`src/rtl/m_fc_layer_5_if.sv`:
```
// Bundle of the fully-connected stage's stream, ROM and result signals.
// The slave modport is the compute block; the master side is its environment.
interface m_fc_layer_5_if #(
    parameter int W_ADDR_W = 11,
    parameter int IDX_W    = 4
);
    logic                start;
    logic signed [15:0]  map_in;
    logic [W_ADDR_W-1:0] w_addr;
    logic signed [15:0]  w_data;
    logic [IDX_W-1:0]    b_addr;
    logic signed [15:0]  b_data;
    logic signed [15:0]  out_data;
    logic [IDX_W-1:0]    out_idx;
    logic                out_valid;
    logic                busy;
    logic                done;

    modport slave (
        input  start, map_in, w_data, b_data,
        output w_addr, b_addr, out_data, out_idx, out_valid, busy, done
    );

    modport master (
        output start, map_in, w_data, b_data,
        input  w_addr, b_addr, out_data, out_idx, out_valid, busy, done
    );
endinterface

```
`src/rtl/m_fc_layer_5.sv`:
```
// Layer-5 fully-connected stage: buffers one activation vector, then streams
// NUM_OUT biased, optionally rectified, saturated Q7.8 dot products.
module m_fc_layer_5 #(
    parameter int NUM_IN   = 120,
    parameter int NUM_OUT  = 10,
    parameter int W_ADDR_W = 11,
    parameter int IDX_W    = 4,
    parameter int FRAC     = 8,
    parameter int RELU     = 0
) (
    input  logic          clk_in,
    input  logic          rst_n,
    m_fc_layer_5_if.slave bus
);
    localparam int CNT_W = $clog2(NUM_IN + 4);
    localparam int X_W   = $clog2(NUM_IN);

    localparam logic [1:0] S_IDLE = 2'd0;
    localparam logic [1:0] S_LOAD = 2'd1;
    localparam logic [1:0] S_CALC = 2'd2;
    localparam logic [1:0] S_DONE = 2'd3;

    localparam logic [CNT_W-1:0] C_ONE     = CNT_W'(1);
    localparam logic [CNT_W-1:0] C_LAST_IN = CNT_W'(NUM_IN - 1);
    localparam logic [CNT_W-1:0] C_NUM_IN  = CNT_W'(NUM_IN);
    localparam logic [CNT_W-1:0] C_ACC_LO  = CNT_W'(2);
    localparam logic [CNT_W-1:0] C_ACC_HI  = CNT_W'(NUM_IN + 1);
    localparam logic [CNT_W-1:0] C_RES     = CNT_W'(NUM_IN + 2);
    localparam logic [CNT_W-1:0] C_END     = CNT_W'(NUM_IN + 3);
    localparam logic [IDX_W-1:0] J_LAST    = IDX_W'(NUM_OUT - 1);

    logic [1:0]          r_state;
    logic                r_start_d;
    logic [CNT_W-1:0]    r_cnt;
    logic [IDX_W-1:0]    r_j;
    logic [W_ADDR_W-1:0] r_w_addr;
    logic [IDX_W-1:0]    r_b_addr;
    logic signed [15:0]  r_x [NUM_IN];
    logic signed [15:0]  r_x_q;
    logic signed [31:0]  r_prod;
    logic signed [39:0]  r_acc;
    logic signed [15:0]  r_out_data;
    logic [IDX_W-1:0]    r_out_idx;
    logic                r_out_valid;
    logic                r_busy;
    logic                r_done;

    logic                w_start_edge;
    logic [X_W-1:0]      w_x_idx;
    logic signed [39:0]  w_bias_ext;
    logic signed [39:0]  w_sum;
    logic signed [39:0]  w_shift;
    logic signed [15:0]  w_sat;

    assign w_start_edge = bus.start & ~r_start_d;
    assign w_x_idx      = r_cnt[X_W-1:0];

    // Bias is Q7.8 while the accumulator carries 2*FRAC fraction bits.
    assign w_bias_ext = {{24{bus.b_data[15]}}, bus.b_data};
    assign w_sum      = r_acc + (w_bias_ext <<< FRAC);
    assign w_shift    = w_sum >>> FRAC;

    // NOTE: every branch of a combinational block must assign, else a latch is inferred.
    always_comb begin
        w_sat = w_shift[15:0];
        if ((RELU != 0) && (w_shift < 40'sd0))
            w_sat = 16'sd0;
        else if (w_shift > 40'sd32767)
            w_sat = 16'sh7FFF;
        else if (w_shift < -40'sd32768)
            w_sat = 16'sh8000;
    end

    // NOTE: the activation buffer is storage, not control; it is left unreset.
    always_ff @(posedge clk_in) begin
        if (r_state == S_LOAD)
            r_x[w_x_idx] <= bus.map_in;
    end

    always_ff @(posedge clk_in or negedge rst_n) begin
        if (!rst_n) begin
            r_state     <= S_IDLE;
            r_start_d   <= 1'b1;  // a start already high at release is not an edge
            r_cnt       <= '0;
            r_j         <= '0;
            r_w_addr    <= '0;
            r_b_addr    <= '0;
            r_x_q       <= '0;
            r_prod      <= '0;
            r_acc       <= '0;
            r_out_data  <= '0;
            r_out_idx   <= '0;
            r_out_valid <= 1'b0;
            r_busy      <= 1'b0;
            r_done      <= 1'b0;
        end else begin
            r_start_d   <= bus.start;
            r_out_valid <= 1'b0;
            r_done      <= 1'b0;
            r_prod      <= 32'(r_x_q) * 32'(bus.w_data);
            case (r_state)
                S_IDLE: begin
                    if (w_start_edge) begin
                        r_state <= S_LOAD;
                        r_busy  <= 1'b1;
                        r_cnt   <= '0;
                    end
                end
                S_LOAD: begin
                    if (r_cnt == C_LAST_IN) begin
                        r_state  <= S_CALC;
                        r_cnt    <= '0;
                        r_j      <= '0;
                        r_w_addr <= '0;
                        r_b_addr <= '0;
                    end else begin
                        r_cnt <= r_cnt + C_ONE;
                    end
                end
                S_CALC: begin
                    r_cnt <= r_cnt + C_ONE;
                    if (r_cnt < C_NUM_IN)
                        r_x_q <= r_x[w_x_idx];
                    if (r_cnt < C_LAST_IN)
                        r_w_addr <= r_w_addr + W_ADDR_W'(1);
                    // Product lags the address by two cycles: ROM latency plus x_q.
                    if (r_cnt == '0)
                        r_acc <= '0;
                    else if ((r_cnt >= C_ACC_LO) && (r_cnt <= C_ACC_HI))
                        r_acc <= r_acc + 40'(r_prod);
                    if (r_cnt == C_RES) begin
                        r_out_data  <= w_sat;
                        r_out_idx   <= r_j;
                        r_out_valid <= 1'b1;
                    end
                    if (r_cnt == C_END) begin
                        r_cnt <= '0;
                        if (r_j == J_LAST) begin
                            r_state  <= S_DONE;
                            r_done   <= 1'b1;
                            r_w_addr <= '0;
                            r_b_addr <= '0;
                        end else begin
                            r_j      <= r_j + IDX_W'(1);
                            r_w_addr <= r_w_addr + W_ADDR_W'(1);
                            r_b_addr <= r_b_addr + IDX_W'(1);
                        end
                    end
                end
                S_DONE: begin
                    r_busy  <= 1'b0;
                    r_state <= S_IDLE;
                end
                default: r_state <= S_IDLE;
            endcase
        end
    end

    assign bus.w_addr    = r_w_addr;
    assign bus.b_addr    = r_b_addr;
    assign bus.out_data  = r_out_data;
    assign bus.out_idx   = r_out_idx;
    assign bus.out_valid = r_out_valid;
    assign bus.busy      = r_busy;
    assign bus.done      = r_done;
endmodule

```
`src/flat_wrapper.sv`:
```
// flat-port wrapper written by rule: the top's interface ports become plain ports
module m_fc_layer_5_flat 
#(
    parameter int NUM_IN   = 120,
    parameter int NUM_OUT  = 10,
    parameter int W_ADDR_W = 11,
    parameter int IDX_W    = 4,
    parameter int FRAC     = 8,
    parameter int RELU     = 0
)
  (clk_in, rst_n, bus_start, bus_map_in, bus_w_data, bus_b_data, bus_w_addr, bus_b_addr, bus_out_data, bus_out_idx, bus_out_valid, bus_busy, bus_done);
  m_fc_layer_5_if #(.W_ADDR_W(W_ADDR_W), .IDX_W(IDX_W)) bus_i ();
  input  logic clk_in;
  input  logic rst_n;
  input wire logic [$bits(bus_i.start)-1:0] bus_start;
  input wire logic [$bits(bus_i.map_in)-1:0] bus_map_in;
  input wire logic [$bits(bus_i.w_data)-1:0] bus_w_data;
  input wire logic [$bits(bus_i.b_data)-1:0] bus_b_data;
  output wire logic [$bits(bus_i.w_addr)-1:0] bus_w_addr;
  output wire logic [$bits(bus_i.b_addr)-1:0] bus_b_addr;
  output wire logic [$bits(bus_i.out_data)-1:0] bus_out_data;
  output wire logic [$bits(bus_i.out_idx)-1:0] bus_out_idx;
  output wire logic [$bits(bus_i.out_valid)-1:0] bus_out_valid;
  output wire logic [$bits(bus_i.busy)-1:0] bus_busy;
  output wire logic [$bits(bus_i.done)-1:0] bus_done;
  assign bus_i.start = bus_start;
  assign bus_i.map_in = bus_map_in;
  assign bus_i.w_data = bus_w_data;
  assign bus_i.b_data = bus_b_data;
  assign bus_w_addr = bus_i.w_addr;
  assign bus_b_addr = bus_i.b_addr;
  assign bus_out_data = bus_i.out_data;
  assign bus_out_idx = bus_i.out_idx;
  assign bus_out_valid = bus_i.out_valid;
  assign bus_busy = bus_i.busy;
  assign bus_done = bus_i.done;
  m_fc_layer_5 #(.NUM_IN(NUM_IN), .NUM_OUT(NUM_OUT), .W_ADDR_W(W_ADDR_W), .IDX_W(IDX_W), .FRAC(FRAC), .RELU(RELU)) u_core (.clk_in(clk_in), .rst_n(rst_n), .bus(bus_i));
endmodule
```
`config.mk`:
```
export PLATFORM = sky130hd
export DESIGN_NAME = m_fc_layer_5_flat
export DESIGN_NICKNAME = d
export VERILOG_FILES = /design/src/rtl/m_fc_layer_5_if.sv /design/src/rtl/m_fc_layer_5.sv /design/src/flat_wrapper.sv
export SDC_FILE = /design/constraint.sdc
export NUM_CORES = 2
export LEC_CHECK = 0
export ABC_AREA = 1
export CELL_PAD_IN_SITES_DETAIL_PLACEMENT = 0
export CELL_PAD_IN_SITES_GLOBAL_PLACEMENT = 1
export CORE_MARGIN = 3
export CORE_UTILIZATION = 47
export CTS_CLUSTER_DIAMETER = 200
export DETAILED_ROUTE_END_ITERATION = 12
export GPL_TIMING_DRIVEN = 0
export HOLD_SLACK_MARGIN = 0.15
export PLACE_DENSITY = 0.83
export REMOVE_ABC_BUFFERS = 1
export SKIP_LAST_GASP = 1
export SLEW_MARGIN = 20
export SYNTH_ARGS = -nofsm -noshare
export SYNTH_HDL_FRONTEND = slang
export SYNTH_SLANG_ARGS = --single-unit
export TNS_END_PERCENT = 10
```
`constraint.sdc`:
```
create_clock -name clk_in -period 5.6 [get_ports clk_in]
set_input_delay 1.12 -clock clk_in [delete_from_list [all_inputs] [get_ports clk_in]]
set_output_delay 1.12 -clock clk_in [all_outputs]
set_load 0.01 [all_outputs]
```
## Word level (Yosys, flattened, before mapping)

Memory sizes are Yosys's and may differ from the RTL's. A register that Yosys moved wholly into a read port is not among the register bits.
Index checks and enable logic that the tools add are counted.

| word-level totals | value |
|---|---|
| register bits | 124 |
| ROM bits | 0 |
| logic and storage cells | 93 |
| output and inout port bits | 38 |
| RAM bits | 1,920 |
| memories kept | 1 |
| latch bits | 0 |

| operators by class | value |
|---|---|
| $mul | 1 |
| equality and inequality tests | 13 |
| multiplexer cells | 34 |
| shift operators | 0 |
| reductions and logical operators | 17 |
| bitwise operators | 2 |
| order comparisons | 6 |
| add/subtract/negate cells | 6 |
| div/mod/pow operators | 0 |

Memory list:

| name | depth | bits a word | read ports | clocked after Yosys merged registers in | write ports | line | source |
|---|---|---|---|---|---|---|---|
| u_core.r_x | 120 | 16 | 1 | 1 | 1 | m_fc_layer_5.sv:38 | `logic signed [15:0] r_x [NUM_IN];` |

Operators by type and width:

| cell | count |
|---|---|
| $mux 40 | 2 |
| $mux 11 | 4 |
| $add 40x24->40 | 1 |
| $add 40x32->40 | 1 |
| $gt 32x16->1 const B | 1 |
| $lt 32x16->1 const B | 1 |
| $mul 16x16->32 | 1 |
| $mux 16 | 2 |
| $pmux 11 s2 | 1 |
| $eq 7x7->1 const B | 3 |
| $mux 7 | 3 |
| $pmux 7 s3 | 1 |
| $mux 4 | 5 |
| $pmux 4 s2 | 2 |
| $lt 7x7->1 const B | 2 |
| $add 11x1->11 const B | 1 |
| $reduce_and 2->1 | 5 |
| $add 4x1->4 const B | 2 |
| $mux 1 | 8 |
| $mux 2 | 4 |
| $pmux 2 s4 | 1 |
| $reduce_and 4->1 | 2 |
| $add 7x1->7 const B | 1 |
| $ge 7x2->1 const B | 1 |
| 17 further kinds | 24 |

## Depth between registers and ports, before layout

| depth | value |
|---|---|
| word-level depth | 4 |
| depth in mapped cells | 28 |
| depth with buffers taken out | 26 |

## Least setup slack after synthesis

OpenSTA, ideal clock, no wires.

| timing | value |
|---|---|
| kind | in2reg |
| start | input bus_w_data[1] |
| end | register u_core.r_prod[28] |
| path buffers | 2 |
| setup slack | -0.804 ns |
| data required time | 5.476 ns |
| cell stages on the path | 24 |
| data arrival time | 6.280 ns |
| path through | clkbuf_1 clkbuf_1 nand2_1 fa_1 fa_1 inv_1 fa_1 inv_1 fa_1 fa_1 fa_1 inv_1 ha_1 a21oi_1 inv_1 a31oi_1 nand2_1 a21boi_0 nor2_1 nand2_1 nand2_1 nand3_1 nand2_1 xor2_1 |

| on the way | value |
|---|---|
| word-level cells in the longest chain between the ends | 1 |

Ends and longest elaborated chain:

| item | line | source |
|---|---|---|
| start, declared | flat_wrapper.sv:17 | `input wire logic [$bits(bus_i.w_data)-1:0] bus_w_data;` |
| $mul 16x16->32 | m_fc_layer_5.sv:100 | `r_prod <= 32'(r_x_q) * 32'(bus.w_data);` |
| end signal, assigned | m_fc_layer_5.sv:100 |  |
| end, declared | m_fc_layer_5.sv:40 | `logic signed [31:0] r_prod;` |

Every way passes these cells.
A chain may end at the register's enable or synchronous reset.

## Final worst setup path

| timing | value |
|---|---|
| start | input bus_w_data[15] |
| end | register u_core.r_prod[31] |

The elaborated chain is that of the path after synthesis.

==> metrics <==
routability cong. 0.885; worst min path class primary input to async pin; TritonCTS clock tree yes; R2R Path End u_core.r_prod[31]$_DFF_PN0_; status complete, but fails checks; Final Slew Violations 0; floorplan core area 193000 sq um; DP Area 98100 sq um; sequential share of power 41.1%; Setup CP Type primary input to flip-flop; Crit. Startpoint bus_w_data[15]; fraction of layout instances using a drive strength above 1 11.1%; Total GRT Usage 25.2%; Max-slew headroom 17.8%; Setup-failing EPs final 1; Seq cells post-synth 2060; hpwl dp 161 mm; register area share after synthesis 66.6%; switching pwr 0.0133 W; Synth-to-Final Area Change 14.9%; unique cell type count in the Yosys netlist 60; worst path bufs/invs 7; part of the power in combinational logic 27.5%; post-route cell area 106000 sq um; drt drc 0; CP required 6.28 ns; r2r setup slk 0.01 ns; Port Buf Inserts 88; Die H 448 microns; DR WL/cell 24.8 microns; PwrDens 403 nW/um^2; die area 201000 sq um; WP depth 19; routed vias/inst 5.84; Row Count 161; YS warnings 0; Fill cells 15.4k; Vias 60.4k; Num CTS Buffers 194; DRT Pass-1 Iters 8; family with the most delay on the worst path adder cells; VDD IR max 0.579 mV; Critical-path top delay cell fa_1; Crit. End Element flip-flop; die width 448 microns; antenna viol nets, final 0; commonest cells after routing, fill and taps aside nand2_1, edfxtp_1, inv_1; Top Ports 89; most common cell after layout, fill and taps aside nand2_1; Lkg Pwr 38.9 nW; routed wire length 257 mm; RSZ-0062 raised after global routing yes; largest cells by area after synthesis edfxtp_1, nand2_1, fa_1, dfrtp_1, inv_1; Clock power frac 31.4%; maxcap violations 0; Starting Density 47.5%; Yosys top cell area share 62.8%; max incr delay on CP 0.60 ns; multi-input logic area 27200 sq um; Max Clock Freq 0.178 GHz; largest net degree at the start of global routing 99; clk sinks 2060; cell breakdown of the critical path clkbuf_2, clkinvlp_4, buf_12, buf_16, or2_2, fa_2, inv_1, fa_2, fa_2, inv_1, fa_1, inv_2, fa_1, fa_1, ha_4, a21o_1, a221oi_2, o221ai_2, xor2_1; Worst-Margin Slew 1.23 ns; Worst Setup Start Kind primary input; H-Tree Depth 4; DR iter-0 viols 7663; Seq. cell area 61200 sq um; crit path DAT 6.29 ns; R2R depth 16; Critical R2R Launch u_core.r_x_q[15]$_DFFE_PN0P_; final worst slack -0.00458 ns; Cell Area, Synth 91900 sq um; root buf cell clkbuf_16; first-pass GRT wire length 375 mm; Clk pin slew, worst setup/hold paths 0.07 ns; failing checks negative setup slack; crit-path max FO 5; final hold slack 0.241 ns; Synth area leader edfxtp_1; Final min period 5.60 ns; Switching Share 31.2%; clock buffer depth 3; gr ovfl total 0; Setup Skew 0.0615 ns; count of mapped cells out of synthesis 7442; Final Hold Fails 0; vias in the first global route 58.6k; fin nets 8122; hold-fix buffers at CTS 0; Final Cycle Share 100%; Worst-Skew Late Latency 0.83 ns; Mapped Avg Cell Area 12.3 sq um; initial antenna violation count 9; crit path to u_core.r_prod[31]$_DFF_PN0_; Int Power 0.0293 W
-- metrics by stage --
stage                     std cells  setup TNS (ns)  utilization (%)  power [W]  setup slack (ns)
after detailed placement       9912          -34.46             50.7     0.0282             -2.10
final                         10300        -0.00458             54.6     0.0426          -0.00458
after global placement         9740               -             48.9     0.0281            -23.84
after global routing          10300          -0.787             54.6     0.0448            -0.153
after floorplan                7126        -1409.18                -     0.0252             -5.82
after CTS                     10300         -0.0190             54.3     0.0417           -0.0102
-- worst min-delay path by stage --
stage               slack [ns]  depth (start not counted)                                   to
CTS                       0.20                          1  u_core.bus.out_data[11]$_DFFE_PN0P_
global route              0.24                          1   u_core.bus.out_data[2]$_DFFE_PN0P_
detailed placement        0.47                          2   u_core.bus.out_data[7]$_DFFE_PN0P_
global placement          0.46                          2    u_core.bus.out_idx[0]$_DFFE_PN0P_
floorplan                 0.46                          2          u_core.r_acc[2]$_DFFE_PN0P_
finish                    0.24                          1          u_core.r_cnt[6]$_DFFE_PN0P_
-- cells in the mapped netlist (all sizes together) --
cell type	count
o22ai	7
a211oi	4
nand3b	7
o21bai	10
nor3b	4
a22o	51
xnor2	25
dfrtp	139
nor3	30
a21boi	4
a41oi	1
a21oi	184
o21ai	156
nor2	382
a21o	13
a221oi	170
a32o	2
a31oi	27
nand4	240
ha	166
xor2	37
edfxtp	1920
clkbuf	152
inv	795
or2	7
o2111ai	11
nor4	4
fa	264
o2111a	7
o21a	3
nand3	121
nand2	1968
clkinv	4
o2bb2ai	21
buf	164
a211o	1
a311oi	1
o211ai	6
and2	10
dfstp	1
o221a	1
o221ai	3
and3	27
a22oi	292
-- kinds of logic (layout without fill, tap and decap cells) --
| family | after synthesis | after routing | synth area share, % |
|---|---|---|---|
| DFF | 2060 | 2060 | 66.6 |
| buffers and inverters | 1115 | 1474 | 4.74 |
| adders and majority gates | 430 | 430 | 8.01 |
| AOI/OAI and AO/OA | 975 | 975 | 7.40 |
| and+or+nand+nor | 2800 | 2800 | 12.7 |
| xor gates and xnor gates | 62 | 62 | 0.591 |
| other | 0 | 3 | 0 |
-- power by group through the flow --
stage | logic [W] | registers, W | clock network (W)
floorplan | 0.00756 | 0.0177 | 0
global placement | 0.0102 | 0.0179 | 0
detailed placement | 0.0104 | 0.0178 | 0
CTS | 0.0108 | 0.0175 | 0.0134
global route | 0.0132 | 0.0175 | 0.0141
finish | 0.0117 | 0.0175 | 0.0133
-- area by class of cell --
class	instances	area share, %
Tap cell	2526	2.99
Sequential cell	2060	58.0
Clock buffer	241	4.84
Inverter	799	2.90
Multi-Input combinational cell	4267	25.8
Timing Repair Buffer	319	4.22
Antenna cell	3	0.00711
Clock inverter	115	1.26
-- repair_timing --
item                                    CTS  global route
pin swaps                                 7            30
cloned                                    1             0
buffers inserted                         25            33
gates resized for setup                 130            84
endpoints found under the setup margin   18            15
-- flip-flops by register name, indices dropped and copies added, names as in the netlist, 7 cells and up --
| register | cells |
|---|---|
| u_core.r_x_q | 16 |
| u_core.bus.w_addr | 11 |
| u_core.r_prod | 32 |
| u_core.r_cnt | 7 |
| u_core.bus.out_data | 16 |
| u_core.r_x | 1920 |
| u_core.r_acc | 40 |
-- routing by layer --
layer	track usage [%]	routed length, microns	part of all wire, %
met4	9.87	10100	4.0
met5	0	27	0.011
met2	39.3	118000	46
met3	5.37	28500	11
met1	34.7	100000	39
(Power assumes the default switching activity.)
